File: config.mk
export PLATFORM = sky130hd
export DESIGN_NAME = mem_access_stage_flat
export DESIGN_NICKNAME = d
export VERILOG_FILES = /design/src/rtl/mem_access_stage_if.sv /design/src/rtl/mem_access_stage.sv /design/src/flat_wrapper.sv
export SDC_FILE = /design/constraint.sdc
export NUM_CORES = 1
export LEC_CHECK = 0
export CAP_MARGIN = 20
export CELL_PAD_IN_SITES_DETAIL_PLACEMENT = 0
export CELL_PAD_IN_SITES_GLOBAL_PLACEMENT = 1
export CORE_ASPECT_RATIO = 1.4
export CORE_UTILIZATION = 27
export CTS_CLUSTER_SIZE = 14
export DETAILED_ROUTE_END_ITERATION = 8
export PLACE_DENSITY_LB_ADDON = 0.1
export SYNTH_ARGS = -nofsm -noshare
export SYNTH_HDL_FRONTEND = slang
export SYNTH_SLANG_ARGS = --single-unit
File: constraint.sdc
create_clock -name clk -period 2.8 [get_ports clk]
set_input_delay 0.56 -clock clk [delete_from_list [all_inputs] [get_ports clk]]
set_output_delay 0.56 -clock clk [all_outputs]
set_load 0.05 [all_outputs]
File: src/rtl/mem_access_stage_if.sv
// Data-memory bus between the MEM stage (master) and data memory (slave).
// A request is held until a single-cycle ack; read data is valid with the ack.
interface mem_access_stage_if;
  logic        mem_req;
  logic        mem_we;
  logic [31:0] mem_addr;
  logic [31:0] mem_wdata;
  logic [31:0] mem_rdata;
  logic        mem_ack;

  modport master (
    output mem_req, mem_we, mem_addr, mem_wdata,
    input  mem_rdata, mem_ack
  );

  modport slave (
    input  mem_req, mem_we, mem_addr, mem_wdata,
    output mem_rdata, mem_ack
  );
endinterface

File: src/rtl/mem_access_stage.sv
// MEM pipeline stage: runs Lw/Sw/Ll/Sc over a req/ack memory bus, holds the LL/SC link
// bit, registers the write-back result for WB and stalls EX/ID while an access is pending.
module mem_access_stage #(
  parameter int TIMEOUT = 16,
  parameter int CNT_W   = 5
) (
  input  logic        clk,
  input  logic        rst,
  input  logic [5:0]  op_i,
  input  logic [31:0] regcData_i,
  input  logic [4:0]  regcAddr_i,
  input  logic        regcWr_i,
  input  logic [31:0] memAddr_i,
  input  logic [31:0] memData_i,
  input  logic [31:0] excptype_i,
  mem_access_stage_if.master bus,
  output logic [31:0] regData,
  output logic [4:0]  regAddr,
  output logic        regWr,
  output logic [5:0]  op_o,
  output logic        stall_o,
  output logic        llbit_o,
  output logic        align_err,
  output logic        bus_err
);

  localparam logic [5:0] OP_NOP = 6'h00;
  localparam logic [5:0] OP_LW  = 6'h23;
  localparam logic [5:0] OP_SW  = 6'h2B;
  localparam logic [5:0] OP_LL  = 6'h30;
  localparam logic [5:0] OP_SC  = 6'h38;

  localparam logic [0:0] ST_IDLE   = 1'b0;
  localparam logic [0:0] ST_ACCESS = 1'b1;

  localparam logic [CNT_W-1:0] TO_LAST = CNT_W'(TIMEOUT - 1);

  logic [0:0]       state_q, state_d;
  logic [CNT_W-1:0] cnt_q, cnt_d;
  logic [31:0]      regData_q, regData_d;
  logic [4:0]       regAddr_q, regAddr_d;
  logic             regWr_q, regWr_d;
  logic [5:0]       op_q, op_d;
  logic             llbit_q, llbit_d;
  logic             we_q, we_d;
  logic [31:0]      addr_q, addr_d;
  logic [31:0]      wdata_q, wdata_d;
  logic [5:0]       pop_q, pop_d;
  logic [4:0]       pdst_q, pdst_d;
  logic             pwr_q, pwr_d;
  logic             align_q, align_d;
  logic             buserr_q, buserr_d;
  logic             stall;
  logic             is_mem;

  assign is_mem = (op_i == OP_LW) || (op_i == OP_SW) || (op_i == OP_LL) || (op_i == OP_SC);

  always_comb begin
    state_d   = state_q;
    cnt_d     = cnt_q;
    regData_d = regData_q;
    regAddr_d = regAddr_q;
    regWr_d   = regWr_q;
    op_d      = op_q;
    llbit_d   = llbit_q;
    we_d      = we_q;
    addr_d    = addr_q;
    wdata_d   = wdata_q;
    pop_d     = pop_q;
    pdst_d    = pdst_q;
    pwr_d     = pwr_q;
    align_d   = 1'b0;
    buserr_d  = 1'b0;
    stall     = 1'b0;
    case (state_q)
      ST_IDLE: begin
        // Exception squash outranks everything, including a pending Sc's link check.
        if (excptype_i != 32'd0) begin
          regWr_d = 1'b0;
          op_d    = OP_NOP;
          llbit_d = 1'b0;
        end else if (!is_mem) begin
          regData_d = regcData_i;
          regAddr_d = regcAddr_i;
          regWr_d   = regcWr_i;
          op_d      = op_i;
        end else if (memAddr_i[1:0] != 2'b00) begin
          align_d = 1'b1;
          regWr_d = 1'b0;
          op_d    = OP_NOP;
        end else if ((op_i == OP_SC) && !llbit_q) begin
          regData_d = 32'd0;
          regAddr_d = regcAddr_i;
          regWr_d   = regcWr_i;
          op_d      = op_i;
        end else begin
          stall   = 1'b1;
          addr_d  = memAddr_i;
          wdata_d = memData_i;
          pop_d   = op_i;
          pdst_d  = regcAddr_i;
          pwr_d   = regcWr_i;
          we_d    = (op_i == OP_SW) || (op_i == OP_SC);
          cnt_d   = '0;
          regWr_d = 1'b0;
          op_d    = OP_NOP;
          state_d = ST_ACCESS;
        end
      end
      default: begin
        regWr_d = 1'b0;
        if (bus.mem_ack) begin
          state_d   = ST_IDLE;
          we_d      = 1'b0;
          regAddr_d = pdst_q;
          regWr_d   = pwr_q;
          op_d      = pop_q;
          case (pop_q)
            OP_SW: begin
              regData_d = 32'd0;
              regWr_d   = 1'b0;
            end
            OP_SC: begin
              regData_d = 32'd1;
              llbit_d   = 1'b0;
            end
            OP_LL: begin
              regData_d = bus.mem_rdata;
              llbit_d   = 1'b1;
            end
            default: regData_d = bus.mem_rdata;
          endcase
        end else if (cnt_q == TO_LAST) begin
          // Abandon the access; a late ack lands in IDLE and is ignored.
          buserr_d = 1'b1;
          we_d     = 1'b0;
          state_d  = ST_IDLE;
        end else begin
          stall = 1'b1;
          cnt_d = cnt_q + 1'b1;
        end
      end
    endcase
  end

  always_ff @(posedge clk) begin
    if (rst) begin
      state_q   <= ST_IDLE;
      cnt_q     <= '0;
      regData_q <= 32'd0;
      regAddr_q <= 5'd0;
      regWr_q   <= 1'b0;
      op_q      <= OP_NOP;
      llbit_q   <= 1'b0;
      we_q      <= 1'b0;
      addr_q    <= 32'd0;
      wdata_q   <= 32'd0;
      pop_q     <= OP_NOP;
      pdst_q    <= 5'd0;
      pwr_q     <= 1'b0;
      align_q   <= 1'b0;
      buserr_q  <= 1'b0;
    end else begin
      state_q   <= state_d;
      cnt_q     <= cnt_d;
      regData_q <= regData_d;
      regAddr_q <= regAddr_d;
      regWr_q   <= regWr_d;
      op_q      <= op_d;
      llbit_q   <= llbit_d;
      we_q      <= we_d;
      addr_q    <= addr_d;
      wdata_q   <= wdata_d;
      pop_q     <= pop_d;
      pdst_q    <= pdst_d;
      pwr_q     <= pwr_d;
      align_q   <= align_d;
      buserr_q  <= buserr_d;
    end
  end

  assign bus.mem_req   = (state_q == ST_ACCESS);
  assign bus.mem_we    = we_q;
  assign bus.mem_addr  = addr_q;
  assign bus.mem_wdata = wdata_q;
  assign regData       = regData_q;
  assign regAddr       = regAddr_q;
  assign regWr         = regWr_q;
  assign op_o          = op_q;
  assign stall_o       = stall;
  assign llbit_o       = llbit_q;
  assign align_err     = align_q;
  assign bus_err       = buserr_q;

endmodule

File: src/flat_wrapper.sv
// flat-port wrapper written by rule: the top's interface ports become plain ports
module mem_access_stage_flat 
#(
  parameter int TIMEOUT = 16,
  parameter int CNT_W   = 5
)
  (clk, rst, op_i, regcData_i, regcAddr_i, regcWr_i, memAddr_i, memData_i, excptype_i, regData, regAddr, regWr, op_o, stall_o, llbit_o, align_err, bus_err, bus_mem_req, bus_mem_we, bus_mem_addr, bus_mem_wdata, bus_mem_rdata, bus_mem_ack);
  mem_access_stage_if bus_i ();
  input  logic clk;
  input  logic rst;
  input  logic [5:0] op_i;
  input  logic [31:0] regcData_i;
  input  logic [4:0] regcAddr_i;
  input  logic regcWr_i;
  input  logic [31:0] memAddr_i;
  input  logic [31:0] memData_i;
  input  logic [31:0] excptype_i;
  output logic [31:0] regData;
  output logic [4:0] regAddr;
  output logic regWr;
  output logic [5:0] op_o;
  output logic stall_o;
  output logic llbit_o;
  output logic align_err;
  output logic bus_err;
  output wire logic [$bits(bus_i.mem_req)-1:0] bus_mem_req;
  output wire logic [$bits(bus_i.mem_we)-1:0] bus_mem_we;
  output wire logic [$bits(bus_i.mem_addr)-1:0] bus_mem_addr;
  output wire logic [$bits(bus_i.mem_wdata)-1:0] bus_mem_wdata;
  input wire logic [$bits(bus_i.mem_rdata)-1:0] bus_mem_rdata;
  input wire logic [$bits(bus_i.mem_ack)-1:0] bus_mem_ack;
  assign bus_mem_req = bus_i.mem_req;
  assign bus_mem_we = bus_i.mem_we;
  assign bus_mem_addr = bus_i.mem_addr;
  assign bus_mem_wdata = bus_i.mem_wdata;
  assign bus_i.mem_rdata = bus_mem_rdata;
  assign bus_i.mem_ack = bus_mem_ack;
  mem_access_stage #(.TIMEOUT(TIMEOUT), .CNT_W(CNT_W)) u_core (.clk(clk), .rst(rst), .op_i(op_i), .regcData_i(regcData_i), .regcAddr_i(regcAddr_i), .regcWr_i(regcWr_i), .memAddr_i(memAddr_i), .memData_i(memData_i), .excptype_i(excptype_i), .bus(bus_i), .regData(regData), .regAddr(regAddr), .regWr(regWr), .op_o(op_o), .stall_o(stall_o), .llbit_o(llbit_o), .align_err(align_err), .bus_err(bus_err));
endmodule
==> PnR_summary.wiki <==
{| class="wikitable"
! Metric !! Value
|-
| Die area || 21040 µm²
|-
| Initial antenna violation count || 1
|-
| Number of flops mapped to enable cells by yosys || 0
|-
| Final weighted congestion in routability-driven placement || 0.8005
|-
| Number of global-route vias before repair || 5941
|-
| Data arrival, critical path || 2990 ps
|-
| Final hold violation count || 0
|-
| Cell Pwr Density || 464.5 nW/µm²
|-
| Cells after Synth || 684
|-
| Maximum operating frequency || 0.3660 GHz
|-
| Net switching share of the total power || 20.96%
|-
| Grt met2 use || 32.29%
|-
| I/O pin cnt || 289
|-
| Inst Count DP || 1200
|-
| Total negative setup slack || 0 ps
|-
| Met3 track demand over resource in global routing || 5.537%
|-
| Net Count, Synth || 861
|-
| Number of optimization iterations in the first detailed-route pass || 4
|-
| Portion of synthesized cell area occupied by the leading cell type || 47.12%
|-
| Worst-case clock skew || 11.90 ps
|-
| DIE WIDTH || 122.9 µm
|-
| Met1 demand-to-capacity share in global routing || 19.66%
|-
| Sequential fraction of the synthesis area || 47.12%
|-
| Post-CTS clock slew at the launch and capture registers of the worst setup and hold paths || 60 ps
|-
| Worst relative slew slack || 46.27%
|-
| # hold bufs at CTS || 0
|-
| Yosys reg bits || 130
|-
| CTS max path bufs || 2
|-
| Count of nets left with antenna violations after detail routing || 0
|-
| Final setup vio count || 0
|-
| Final nets || 1159
|-
| Area overhead of the layout relative to synthesis || 80.24%
|-
| Internal || 3.655 mW
|-
| Final-layout fill cell count || 1911
|-
| H-Tree Depth || 4
|-
| Global routing's busiest layer || met2
|-
| Combined global-route utilization of all metal layers || 18.04%
|-
| Post-synthesis cell area || 5523 µm²
|-
| Die boundary height || 171.2 µm
|-
| Parity-gate share of the synthesized area counting xor and xnor cells || 0.1586%
|-
| Max-capacitance violation count || 0
|-
| Tightest Hold Check Type || reg2reg
|-
| Worst-margin pin slew || 806.0 ps
|-
| Largest net degree at the start of global routing || 75
|-
| Worst Path Class, Setup || in2reg
|-
| Final critical-path share of the clock period || 97.57%
|-
| Violation count after the first detailed-route iteration || 209
|-
| Dominant combinational cell family by area after synthesis || simple AND/OR/NAND/NOR gates
|-
| Min Tclk post-route || 2732 ps
|-
| Final instance count without filler cells || 1247
|-
| Routed length per instance || 15.86 µm
|-
| Detailed placer's ending HPWL || 13.77 mm
|-
| Post-synthesis cell type with the largest combined area || dfxtp_1
|-
| DR DRC count || 0
|-
| Post-route core utilization || 49.97%
|-
| Static Leak || 3.523 nW
|-
| Clk_lat worst skew || 420 ps
|-
| CTS tree || built
|-
| Worst hold slack across all endpoints || 446.6 ps
|-
| Portion of total power attributed to sequential cells || 40.0%
|-
| Maximum fanout along the worst path || 5
|-
| Post-synthesis mux area share || 1.473%
|-
| Peak supply drop || 0.4210 mV
|-
| Input/output buffers || 288
|-
| Clock power frac || 52.6%
|-
| Overflow left after global routing || 0
|-
| Critical path capture point type || flop
|-
| Rows || 61
|-
| Fraction of registers with async set/reset || 0%
|-
| Initial core utilization || 27.72%
|-
| Status || finished, final reports clean
|-
| Sink Count || 130
|-
| Global-route wire length before repair || 29.52 mm
|-
| Area fraction in and, or, nand and nor cells after synthesis || 21.88%
|-
| Share of power burned in combinational logic || 7.4%
|-
| Startpoint class of the critical path || primary input
|-
| Core area || 19920 µm²
|-
| Post-synth cell types || 53
|-
| Average cell area after synthesis || 8.074 µm²
|-
| Complex-gate fraction of the synthesized area || 20.62%
|-
| Warning count from the yosys run || 0
|-
| Power dissipated by switching net loads || 969.1 µW
|-
| Final Power || 4.624 mW
|-
| Vias per Instance || 4.776
|-
| Wirelength, routed || 19.78 mm
|-
| Data required time of the worst path || 3060 ps
|-
| Most used DFF post-synth || dfxtp_1
|-
| Final Slew Violations || 0
|-
| Clock buffers created by TritonCTS || 17
|-
| Fraction of layout cells with a size suffix above 1 || 15.49%
|-
| Synth area leaders || dfxtp_1 47%, nand2_1 12%, a21oi_1 6.7%, a221oi_1 5.1%, a211oi_1 4.8%
|-
| Adder-cell share of the synthesized area || 0.4531%
|-
| Via count of the routed design || 5956
|-
| CTS root buffer || clkbuf_16
|}
power groups by stage:
stage	clock [mW]	combinational, mW	sequential, mW
after floorplan	0	0.0465	1.89
after global placement	0	0.327	1.89
after detailed placement	0	0.329	1.89
after CTS	2.48	0.329	1.85
after global routing	2.58	0.362	1.85
final	2.43	0.342	1.85
what timing repair did:
action / in CTS / in global routing
endpoints found under the setup margin: 1 / 38
resized for setup: 36 / 64
pin swaps: 12 / 8
buffers inserted: 7 / 5
gates cloned: 0 / 3
per-stage QoR:
| step | area [µm²] | worst slack [ps] |
|---|---|---|
| CTS | 9473 | 4.600 |
| global placement | 8750 | -161.3 |
| global route | 9955 | -9.254 |
| floorplan | 5525 | 95.71 |
| finish | 9955 | 67.98 |
| detailed placement | 8750 | -222.0 |
placed cells by master (no fill, tap or decap), types with 3 or more instances in the layout:
cell type	n
a211oi_1	11
a211oi_2	23
a21oi_1	73
a21oi_2	3
a221oi_1	12
a221oi_2	18
a31oi_1	3
buf_12	7
buf_4	38
buf_6	3
bufinv_16	5
clkbuf_16	20
clkdlybuf4s50_1	254
clkinvlp_4	3
dfxtp_1	130
dlygate4sd2_1	25
dlymetal6s2s_1	6
inv_1	40
mux2i_1	7
nand2_1	172
nand2b_1	3
nand3_1	6
nand3b_1	3
nand4_1	3
nor2_1	56
nor3b_1	4
nor4_2	4
nor4_4	5
o2111ai_1	3
o21ai_0	3
o221a_2	5
flip-flops by register name, summed over array words and instances, names as in the netlist, 5 cells and up:
name,count
u_core.pop_q,6
u_core.bus.mem_addr,32
u_core.regAddr,5
u_core.pdst_q,5
u_core.regData,32
u_core.op_o,6
u_core.cnt_q,5
u_core.bus.mem_wdata,32
final cells by class:
type,count,area [µm²],area share (%)
Timing Repair Buffer,337,3386,34.01
Inverter,40,150.1,1.508
Clock buffer,18,429.2,4.311
Clock inverter,13,209.0,2.099
Antenna cell,1,2.502,0.02514
Sequential cell,130,2603,26.14
Multi-Input combinational cell,456,2860,28.73
Tap cell,252,315.3,3.167
layer usage:
metal  vias up  wire, µm  part of all wire (%)
met5         -         0                     0
met1      2755      7741                    39
met3        28      1474                   7.5
met2       224     10240                    52
li1       2949         -                     -
met4         0       323                   1.6
synthesized netlist by cell type, types with 2 or more instances:
| cell | n |
|---|---|
| o221a_2 | 5 |
| nand3b_1 | 3 |
| nand2_1 | 173 |
| or3_1 | 2 |
| dfxtp_1 | 130 |
| nand4_1 | 3 |
| nor4_1 | 9 |
| mux2i_1 | 7 |
| o2111ai_1 | 3 |
| nor3_1 | 2 |
| a21oi_2 | 2 |
| ha_1 | 2 |
| a31oi_1 | 3 |
| nand3_1 | 6 |
| and4_1 | 2 |
| inv_1 | 40 |
| a221oi_1 | 32 |
| o41ai_1 | 2 |
| o21ai_0 | 3 |
| buf_6 | 10 |
| a211oi_1 | 35 |
| buf_2 | 9 |
| nand2b_1 | 3 |
| clkbuf_1 | 37 |
| nand4b_1 | 2 |
| nor2_1 | 56 |
| nor3b_1 | 4 |
| a21oi_1 | 74 |
path summary, 6_finish.rpt:
check | startpoint | to | slack, ps | cells after the start
max | excptype_i[22] | u_core.regData[27] | 70 | 15
min | u_core.bus.mem_wdata[26] | u_core.bus.mem_wdata[26] | 450 | 2
max reg2reg | u_core.llbit_o | u_core.regData[27] | 650 | 7
min reg2reg | u_core.bus.mem_wdata[26] | u_core.bus.mem_wdata[26] | 450 | 2
worst max-delay path, cell delays in order:
cell	delay (ps)
dlygate4sd2_1	260
nor4_4	300
buf_4	150
buf_4	90
buf_4	90
buf_4	90
buf_4	90
buf_4	90
buf_4	90
and4_4	230
o2111ai_4	180
buf_12	190
clkbuf_16	150
a221oi_1	350
a211oi_2	80
logic make-up (layout without fill, tap and decap cells):
logic type      after synthesis  after routing
other cells                   0              1
flops                       130            130
mux                           8              8
simple gates                278            278
buf+inv                      98            408
xor+xnor                      1              1
fa+ha+maj                     2              2
compound gates              167            167
Note: power is estimated with default switching activity, not from simulation.
